--- config.mk ---
export PLATFORM = sky130hd
export DESIGN_NAME = serial_subtractor
export DESIGN_NICKNAME = d
export VERILOG_FILES = /design/src/rtl/serial_subtractor_pkg.sv /design/src/rtl/full_subtractor.sv /design/src/rtl/serial_subtractor.sv
export SDC_FILE = /design/constraint.sdc
export NUM_CORES = 1
export LEC_CHECK = 0
export ABC_CLOCK_PERIOD_IN_PS = 1870
export BUFFER_PORTS_ARGS = -buffer_cell sky130_fd_sc_hd__buf_4
export CORE_MARGIN = 2
export CORE_UTILIZATION = 25
export DETAILED_ROUTE_END_ITERATION = 10
export HOLD_SLACK_MARGIN = 0.1
export MAX_ROUTING_LAYER = met4
export PLACE_DENSITY = 0.49
export SLEW_MARGIN = 25
export SYNTH_ARGS = -nofsm -noshare
export SYNTH_HDL_FRONTEND = slang
export SYNTH_SLANG_ARGS = --single-unit
--- constraint.sdc ---
create_clock -name clk -period 1.87 [get_ports clk]
set_clock_uncertainty 0.2 [all_clocks]
set_input_delay 0.187 -clock clk [delete_from_list [all_inputs] [get_ports clk]]
set_output_delay 0.187 -clock clk [all_outputs]
set_load 0.01 [all_outputs]
--- src/rtl/serial_subtractor_pkg.sv ---
// rtl/serial_subtractor_pkg.sv - shared FSM state type and sizing helper for the serial subtractor
package serial_subtractor_pkg;

  typedef enum logic [1:0] {
    IDLE  = 2'd0,
    SHIFT = 2'd1,
    DONE  = 2'd2
  } state_e;

  function automatic int clog2(input int value);
    int r;
    int x;
    r = 0;
    x = value - 1;
    while (x > 0) begin
      r = r + 1;
      x = x >> 1;
    end
    return r;
  endfunction

endpackage

--- src/rtl/full_subtractor.sv ---
// rtl/full_subtractor.sv - single-bit combinational full-subtractor cell
module full_subtractor (
  input  logic a,
  input  logic b,
  input  logic bin,
  output logic d,
  output logic bout
);

  assign d    = a ^ b ^ bin;
  assign bout = (~a & b) | (~(a ^ b) & bin);

endmodule

--- src/rtl/serial_subtractor.sv ---
// rtl/serial_subtractor.sv - bit-serial a - b - bin, LSB first, through one full-subtractor cell
module serial_subtractor
  import serial_subtractor_pkg::*;
#(
  parameter int WIDTH = 4
) (
  input  logic             clk,
  input  logic             rst_n,
  input  logic             in_valid,
  output logic             in_ready,
  input  logic [WIDTH-1:0] a,
  input  logic [WIDTH-1:0] b,
  input  logic             bin,
  output logic             out_valid,
  input  logic             out_ready,
  output logic [WIDTH-1:0] diff,
  output logic             bout,
  output logic             ovf
);

  localparam int CW = clog2(WIDTH) + 1;
  localparam logic [CW-1:0] LAST = CW'(WIDTH - 1);

  state_e           state_q, state_d;
  logic [WIDTH-1:0] a_sh_q, a_sh_d, b_sh_q, b_sh_d, diff_q, diff_d;
  logic [CW-1:0]    cnt_q, cnt_d;
  logic             brw_q, brw_d, bout_q, bout_d, msb_q, msb_d;
  logic             rdy_q, rdy_d, vld_q, vld_d;
  logic             cell_d, cell_b;
  logic             accept;

  full_subtractor u_cell (
    .a    (a_sh_q[0]),
    .b    (b_sh_q[0]),
    .bin  (brw_q),
    .d    (cell_d),
    .bout (cell_b)
  );

  // rdy_q stays low through reset and the first edge after it, so accept needs both
  assign accept = (state_q == IDLE) && rdy_q && in_valid;

  always_ff @(posedge clk or negedge rst_n) begin
    if (!rst_n) begin
      state_q <= IDLE;
    end else begin
      state_q <= state_d;
    end
  end

  always_comb begin
    state_d = state_q;
    case (state_q)
      IDLE:    if (accept) state_d = SHIFT;
      SHIFT:   if (cnt_q == LAST) state_d = DONE;
      DONE:    if (out_ready) state_d = IDLE;
      default: state_d = IDLE;
    endcase
  end

  always_comb begin
    a_sh_d = a_sh_q;
    b_sh_d = b_sh_q;
    diff_d = diff_q;
    cnt_d  = cnt_q;
    brw_d  = brw_q;
    bout_d = bout_q;
    msb_d  = msb_q;
    rdy_d  = (state_d == IDLE);
    vld_d  = (state_d == DONE);
    case (state_q)
      IDLE: begin
        if (accept) begin
          a_sh_d = a;
          b_sh_d = b;
          cnt_d  = '0;
          brw_d  = bin;
          bout_d = 1'b0;
          msb_d  = 1'b0;
        end
      end
      SHIFT: begin
        a_sh_d = a_sh_q >> 1;
        b_sh_d = b_sh_q >> 1;
        diff_d = {cell_d, diff_q[WIDTH-1:1]};
        brw_d  = cell_b;
        cnt_d  = cnt_q + CW'(1);
        if (cnt_q == LAST) begin
          msb_d  = brw_q;
          bout_d = cell_b;
        end
      end
      default: ;
    endcase
  end

  always_ff @(posedge clk or negedge rst_n) begin
    if (!rst_n) begin
      a_sh_q <= '0;
      b_sh_q <= '0;
      diff_q <= '0;
      cnt_q  <= '0;
      brw_q  <= 1'b0;
      bout_q <= 1'b0;
      msb_q  <= 1'b0;
      rdy_q  <= 1'b0;
      vld_q  <= 1'b0;
    end else begin
      a_sh_q <= a_sh_d;
      b_sh_q <= b_sh_d;
      diff_q <= diff_d;
      cnt_q  <= cnt_d;
      brw_q  <= brw_d;
      bout_q <= bout_d;
      msb_q  <= msb_d;
      rdy_q  <= rdy_d;
      vld_q  <= vld_d;
    end
  end

  assign in_ready  = rdy_q;
  assign out_valid = vld_q;
  assign diff      = diff_q;
  assign bout      = bout_q;
  assign ovf       = msb_q ^ bout_q;

endmodule

==> results of run 1 <==
[cells by family (layout without fill, tap and decap cells)]
logic type	after synthesis	count (layout)	synth area share
AO/OA/AOI/OAI	35	35	0.2313
flip-flops	22	22	0.5386
AND/OR/NAND/NOR	13	13	0.07466
buffers and inverters	9	41	0.04895
multiplexers	5	5	0.05385
adder cells (fa/ha/maj)	3	3	0.04406
XOR/XNOR	1	1	0.008569
[where the power goes]
group / switching, mW / leakage [nW] / internal [mW] / total [mW]
Combinational: 0.480 / 0.333 / 0.529 / 1.01
Sequential: 0.221 / 0.270 / 0.703 / 0.924
Clock: 0.157 / 0.0288 / 0.188 / 0.345
[synthesized netlist by cell type]
cell       number
o21ai_0         3
dfrtp_1        22
a21oi_1         7
a22o_1          5
and2_1          1
nor3_1          1
o22ai_1        14
buf_2           1
and3b_1         1
o21ai_4         1
nor2b_1         2
mux2i_1         1
nor2_1          2
inv_1           3
nand2b_4        1
buf_6           1
o2bb2ai_1       1
mux2_2          4
xor2_1          1
nand3b_1        1
a21o_1          2
inv_2           2
fa_1            1
ha_1            2
buf_4           2
a22oi_1         2
nand2_1         4
[layer usage]
metal  vias to the layer above  track usage  share of wire  wire length, um
li1                        390            -              -                -
met1                       387       0.1344           0.45             1015
met2                        18       0.1978           0.49             1127
met3                         5      0.01974          0.039               88
met4                         0      0.05250          0.020               46
met5                         -            -              0                0
[worst register-to-register path: stages, from the launching register on]
cell     delay, ns
dfrtp_1       0.39
ha_1          0.20
ha_1          0.18
nor2b_1       0.16
a22o_1        0.22
a22o_1        0.17
[timing repair]
item                                   4_1_cts  5_1_grt
endpoints found under the hold margin       34        0
hold buffers                                11        0
resized for setup                            0        0
[layout make-up]
cell class              instances  area [um^2]  area share
flip-flops and latches         22        550.5      0.4000
multi-input cells              57        421.7      0.3064
repair buffers                 32        267.8      0.1945
well taps                      50        62.56     0.04545
clock buffers                   4        55.05     0.04000
inverters                       5        18.77     0.01364
[sequential cells by signal, indices dropped and copies added (netlist names)]
signal and cells:
b_sh_q 4, diff 4, a_sh_q 4, brw_q 1, state_q 2, msb_q 1, out_valid 1, in_ready 1
cnt_q 3, bout 1
[cell usage in the layout (no fill, tap or decap)]
cell type	instances
dfrtp_1	22
nand2_1	4
ha_1	2
dlygate4sd3_1	11
fa_1	1
and2_1	1
a22o_1	5
a22oi_1	2
and3b_1	1
nand2b_4	1
clkbuf_8	4
xor2_1	1
nor2_1	2
o21ai_0	3
nor2b_1	2
a21o_1	2
nor3_1	1
a21oi_1	7
inv_1	3
o22ai_1	14
mux2_2	4
o21ai_4	1
nand3b_1	1
inv_2	2
buf_4	21
o2bb2ai_1	1
mux2i_1	1
[worst min path at each step]
stage           endpoint  slack (ns)  cells past startpoint
2_1_floorplan  a_sh_q[0]       -0.31                      0
3_3_place_gp   a_sh_q[1]       -0.11                      1
3_5_place_dp   a_sh_q[1]       -0.10                      1
4_1_cts          diff[2]        0.15                      2
5_1_grt          diff[2]        0.17                      2
6_report       a_sh_q[1]        0.14                      2
[stage by stage]
step / instances / hold slack [ns] / area (um^2)
2_1_floorplan: 88 / -0.3086 / 1022
3_3_place_gp: 155 / -0.1087 / 1211
3_5_place_dp: 155 / -0.1038 / 1211
4_1_cts: 170 / 0.1489 / 1376
5_1_grt: 170 / 0.1659 / 1376
6_report: 170 / 0.1404 / 1376
==> results.cfg, run 1 <==
[status]
status = finished clean

[global_route]
grt_pass1_vias = 865
grt_overflow = 0
grt_pass1_wl_um = 3884
grt_usage = 0.1165
grt_max_degree = 23
antenna_found_initial = 0

[worst_hold_path]
min_path_type = input pin to async pin

[place]
place_ws_ns = 0.2399
dpl.hpwl_um = 1574
gp_congestion = 0.7042
io_buffers = 20

[clocking]
cts_buffer_depth = 2
path_clk_slew_ns = 0.08
root_buffer = clkbuf_8
post_cts_buffers = 0
cts_inserted_buffers = 3
cts.sinks = 22
htreeDepth = 1
insertion_delay_ns = 0.26
cts_tree = built

[power_and_ir_drop]
leakagePower_nw = 0.6318
vdd_ir_drop_max_mv = 0.3562
power_mw = 2.278
p_per_area_nw_per_um2 = 1655

[setup_path]
crit_chain = ha_1 -> ha_1 -> nor2b_1 -> a22o_1 -> a22o_1
r2r_cells = 5
crit_path_top_delay_cell = dfrtp_1
path_class = flip-flop to flip-flop
rr_startpoint = cnt_q[0]
rrSetupSlack_ns = 0.25
path_delay_family = flip-flops
critPathBufInv = 0
reg2reg_to = bout
crit_end = bout
required_ns = 1.83
critPathLaunch = cnt_q[0]
max_stage_delay_ns = 0.39
cp-end-kind = flip-flop
path_max_fanout = 4
start_kind = flip-flop
critPathArrivalTime_ns = 1.58
cp_num_cells = 5

[drt]
ant_nets = 0
via_count = 800
drt_iter0_drc = 17
route.detailed.drc = 0
postRouteWirelength_um = 2278
viasPerCell = 4.706
drt_first_pass_iters = 4
avgRoutedWirePerCell_um = 13.40

[floorplan]
num_rows = 23
initial_core_util = 0.2574
io_pins = 21
die_width_um = 67.95
fp.coreArea_um2 = 3971
die_area_um2 = 4617
die_height_um = 67.95

[cells_and_area]
n_fill_cell = 388
final_nets = 137
diodes = 0
utilization = 0.3466
syn_to_final_growth_pct = 34.64
drive_above_1_share = 0.2750

[sta]
max_freq_mhz = 616.3
period_minus_slack_ns = 1.623
final_max_slew_viol_count = 0
fin_crit_sh = 0.8677
worst_pin_slew_ns = 0.4388
setup_viol = 0
slew_headroom = 0.7075
tns_ns = 0
fin_ws_ns = 0.2474
finalHoldViolations = 0
rsz0062_at_grt = no

[logic_synthesis]
post_synth_instance_area_um2 = 1022
syn_avg_cell_area_um2 = 11.62
synth_cells = 88
yosysWarnings = 0
syn_nets = 104
yosys.area.top_type = dfrtp_1
synth.top_cell.area_share = 0.5386
ys_seq_elements = 22
yosysSeqAreaShare = 0.5386
yosysUniqueCellTypes = 27
synth_area_leaders = dfrtp_1 (54%), o22ai_1 (8.6%), mux2_2 (4.4%), a22o_1 (4.3%), a21oi_1 (3.4%)

[job]
drv_cap = 0
No activity file was read; power rests on OpenSTA's default activity.
==> run 2, diff against run 1 <==
CORE_UTILIZATION = 50   (was 25)
PLACE_DENSITY = 0.8   (was 0.49)
==> results.cfg, run 2 (same netlist as run 1, synthesis figures left out) <==
[global_route]
grt_usage = 0.2001
grt_pass1_vias = 834
grt_pass1_wl_um = 3601
antenna_found_initial = 0
grt_overflow = 0
grt_max_degree = 23

[drt]
avgRoutedWirePerCell_um = 14.79
drt_iter0_drc = 18
viasPerCell = 5.562
postRouteWirelength_um = 2159
route.detailed.drc = 0
ant_nets = 0
via_count = 812
drt_first_pass_iters = 4

[place]
dpl.hpwl_um = 1483
gp_congestion = 0.7738
io_buffers = 20
placed_cells = 132

[power_and_ir_drop]
power_switching_uw = 852.7
vdd_ir_drop_max_mv = 0.9892
p_per_area_nw_per_um2 = 1649
internal_power_mw = 1.315
clkPwrFrac = 0.096
power_frac_comb = 0.479
power_mw = 2.168
power_frac_seq = 0.425
leakagePower_nw = 0.6168
swShare = 0.3934

[job]
drv_cap = 0

[clocking]
cts_tree = built
cts.sinks = 22
root_buffer = clkbuf_4
htreeDepth = 1
cts_inserted_buffers = 3
insertion_delay_ns = 0.30
post_cts_buffers = 0
path_clk_slew_ns = 0.11
cts_buffer_depth = 2

[sta]
final_max_slew_viol_count = 0
finalHoldViolations = 0
setup_viol = 0
period_minus_slack_ns = 1.654
rsz0062_at_grt = no
fin_crit_sh = 0.8846
tns_ns = 0
worst_pin_slew_ns = 0.4336
max_freq_mhz = 604.5
slew_headroom = 0.7110

[status]
status = finished clean

[setup_path]
cp-end-kind = flip-flop
rr_startpoint = cnt_q[0]
required_ns = 1.87
path_class = flip-flop to flip-flop
path_max_fanout = 4
critPathArrivalTime_ns = 1.66
start_kind = flip-flop
critPathLaunch = cnt_q[0]

[floorplan]
die_width_um = 49.22
num_rows = 16
io_pins = 21
fp.coreArea_um2 = 1942
die_height_um = 49.22
initial_core_util = 0.5264
die_area_um2 = 2422

[worst_hold_path]
min_path_type = input pin to async pin

[cells_and_area]
n_fill_cell = 150
syn_to_final_growth_pct = 28.64
fin_cells = 146
final_cell_mix = dfrtp_1 (22), buf_4 (21), o22ai_1 (14), dlygate4sd3_1 (11), a21oi_1 (7)
drive_above_1_share = 0.2689
utilization = 0.6772
final_nets = 137
final_common_cell = dfrtp_1
diodes = 0
[run 2: cell count changes in the layout (fill, tap and decap cells not counted)]
cell / delta
clkbuf_8: -4
clkbuf_4: +3
[run 2: through the flow]
stage,worst slack (ns),area [um^2],hold WS [ns]
6_report,0.2159,1315,0.09443
5_1_grt,0.1518,1315,0.1162
4_1_cts,0.2131,1315,0.1011
3_5_place_dp,0.2201,1182,-0.1085
3_3_place_gp,0.2917,1182,-0.1136
2_1_floorplan,0.3150,1022,-0.3086
[run 2: what timing repair did]
| action | in CTS | in global routing |
|---|---|---|
| endpoints found under the hold margin | 34 | 0 |
| resized for setup | 0 | 0 |
| hold buffers | 11 | 0 |
[run 2: power by group through the flow]
stage	combinational (mW)	sequential, mW	clock, mW
finish	1.04	0.921	0.208
global route	1.15	0.950	0.242
CTS	1.04	0.920	0.217
detailed placement	1.02	0.927	0
global placement	0.976	0.918	0
floorplan	0.771	0.869	0
[run 2: critical path, cell delays in order (launching register included)]
cell and delay, ns:
dfrtp_1 0.41, ha_1 0.20, ha_1 0.18, nor2b_1 0.16, a22o_1 0.22, a22o_1 0.18
[run 2: final timing paths]
| kind | endpoint | slack, ns | depth (start not counted) |
|---|---|---|---|
| setup reg to reg | msb_q | 0.22 | 5 |
| hold / removal | a_sh_q[1] | 0.09 | 2 |
| setup / recovery | msb_q | 0.22 | 5 |
| hold reg to reg | cnt_q[2] | 0.31 | 1 |
| min in group clk | a_sh_q[3] | 0.16 | 4 |
| max in group asynchronous | b_sh_q[3] | 1.16 | 2 |
[run 2: routing by layer]
layer,vias to the layer above,wire [um],track usage
met1,387,926,0.2465
met5,-,0,-
met3,9,96,0.02454
li1,389,-,-
met4,0,63,0.09048
met2,27,1072,0.3288
[run 2: area by class of cell]
| class | count | area (um^2) | area share |
|---|---|---|---|
| Clock buffer | 3 | 22.52 | 0.01713 |
| Inverter | 5 | 18.77 | 0.01427 |
| Multi-Input combinational cell | 57 | 421.7 | 0.3206 |
| Sequential cell | 22 | 550.5 | 0.4186 |
| Tap cell | 27 | 33.78 | 0.02569 |
| Timing Repair Buffer | 32 | 267.8 | 0.2036 |
==> run 3, diff against run 2 <==
ABC_CLOCK_PERIOD_IN_PS = 1350   (was 1870)
CORE_UTILIZATION = 47   (was 50)
PLACE_DENSITY = 0.79   (was 0.8)
clock period = 1.35 ns   (was 1.87 ns; I/O delays follow)
==> results.cfg, run 3 (same netlist as run 1, synthesis figures left out) <==
[setup_path]
rrSetupSlack_ns = -0.20
cpMostUsedCell = a22o_1
cp-end-kind = flip-flop
path_delay_family = flip-flops
max_stage_delay_ns = 0.40
path_max_fanout = 3
required_ns = 1.36
r2r_cells = 5
crit_chain = ha_2 -> ha_4 -> nor2b_4 -> a22o_1 -> a22o_1
critPathBufInv = 0
path_class = flip-flop to flip-flop
start_kind = flip-flop
reg2reg_to = msb_q
crit_path_top_delay_cell = dfrtp_1
critPathArrivalTime_ns = 1.56
rr_startpoint = cnt_q[0]

[floorplan]
num_rows = 16
die_width_um = 50.64
fp.coreArea_um2 = 2002
die_height_um = 50.64
initial_core_util = 0.5106
io_pins = 21
die_area_um2 = 2564

[sta]
final_max_slew_viol_count = 0
slew_headroom = 0.8136
setup_viol = 11
fin_ws_ns = -0.1970
fin_crit_sh = 1.146
period_minus_slack_ns = 1.547
rsz0062_at_grt = yes
finalHoldViolations = 0
max_freq_mhz = 646.4
worst_pin_slew_ns = 0.2797

[worst_hold_path]
hold_end = state_q[0]
holdPathStages = 4
hp-start = in_valid
min_path_type = input pin to flip-flop

[clocking]
path_clk_slew_ns = 0.12
htreeDepth = 1
cts_inserted_buffers = 3
cts_tree = built
cts_buffer_depth = 2
cts.sinks = 22
root_buffer = clkbuf_4
insertion_delay_ns = 0.31

[power_and_ir_drop]
power_switching_mw = 1.541
p_per_area_nw_per_um2 = 2417
power_frac_comb = 0.586
internal_power_mw = 2.454
leakagePower_nw = 0.7520
power_frac_seq = 0.322
swShare = 0.3858
clkPwrFrac = 0.091
vdd_ir_drop_max_mv = 1.628

[drt]
wl_met2_um = 1348
met1Wirelength_um = 1187
via_count = 910
viasPerCell = 5.385
met3WireLength_um = 63
drt_first_pass_iters = 4
avgRoutedWirePerCell_um = 16.04
postRouteWirelength_um = 2710
route.detailed.drc = 0
topRoutingLayerUsed = met4
drt_iter0_drc = 21
ant_nets = 0

[cells_and_area]
final_nets = 159
regArea_um2 = 553.0
final_common_cell = buf_4
syn_to_final_growth_pct = 61.69
diodes = 0
final_cell_mix = buf_4 (35), dfrtp_1 (20), dlygate4sd3_1 (13), o22ai_2 (8), buf_6 (6)
drive_above_1_share = 0.5563
n_fill_cell = 113
multi_input_area_um2 = 550.5
design_area_um2 = 1653

[place]
place_ws_ns = -0.1679
dpl.hpwl_um = 1468
place_area_um2 = 1313
gp_congestion = 0.7650
io_buffers = 20

[global_route]
antenna_found_initial = 0
grt_pass1_vias = 875
grt_overflow = 0
grt_pass1_wl_um = 3905
grt_usage = 0.2174
grt_max_degree = 23

[status]
status = finished with violations
violations = setup timing

[job]
drv_cap = 0
==> run 3: cell types whose count changed in the layout (fill, tap and decap cells not counted), sizes merged <==
cell and change:
dlygate4sd3 +2, buf +20, clkbuf +1
==> run 3: power groups by stage <==
stage | Clock (mW) | Sequential [mW] | Combinational (mW)
final | 0.365 | 1.29 | 2.34
after CTS | 0.371 | 1.22 | 1.86
after floorplan | 0 | 1.21 | 1.11
after global placement | 0 | 1.23 | 1.71
after global routing | 0.410 | 1.34 | 2.52
after detailed placement | 0 | 1.24 | 1.76
==> run 3: how the worst max path moves through the flow <==
stage / from / endpoint / cells past startpoint
3_5_place_dp: cnt_q[1] / bout / 5
4_1_cts: cnt_q[0] / bout / 5
6_report: cnt_q[0] / msb_q / 5
5_1_grt: cnt_q[0] / msb_q / 5
2_1_floorplan: cnt_q[1] / bout / 5
3_3_place_gp: cnt_q[1] / bout / 5
==> run 3: worst min-delay path, stage by stage <==
cell and delay, ns:
buf_4 0.10, and2_4 0.19, mux2i_1 0.10, nor2_1 0.09
==> run 3: timing repair <==
item,in CTS,in global routing
buffers inserted,3,3
hold endpoints to repair,34,0
hold buffers,13,0
pin swaps,11,12
setup endpoints to repair,14,24
resized for setup,3,30
==> run 3: cell type report <==
class,instances,area share
Tap cell,27,0.02044
Sequential cell,22,0.3346
Multi-Input combinational cell,57,0.3331
Inverter,5,0.01136
Clock buffer,4,0.02195
Timing Repair Buffer,54,0.2786
==> run 3: metrics by stage <==
step	setup TNS (ns)	std cells	util	power (mW)	hold WS, ns
floorplan	-0.2501	88	-	2.322	-0.3606
global placement	-0.4430	146	0.6556	2.937	-0.1644
detailed placement	-0.5829	146	0.6556	3.004	-0.1622
CTS	-0.5884	166	0.7506	3.452	0.1275
global route	-1.630	169	0.8256	4.266	0.1491
finish	-0.7474	169	0.8256	3.995	0.1432
==> run 3: layer usage <==
layer,up-vias,global-route usage
met4,0,0.1486
met1,447,0.2625
met3,8,0.02381
li1,437,-
met2,18,0.3421
met5,-,-
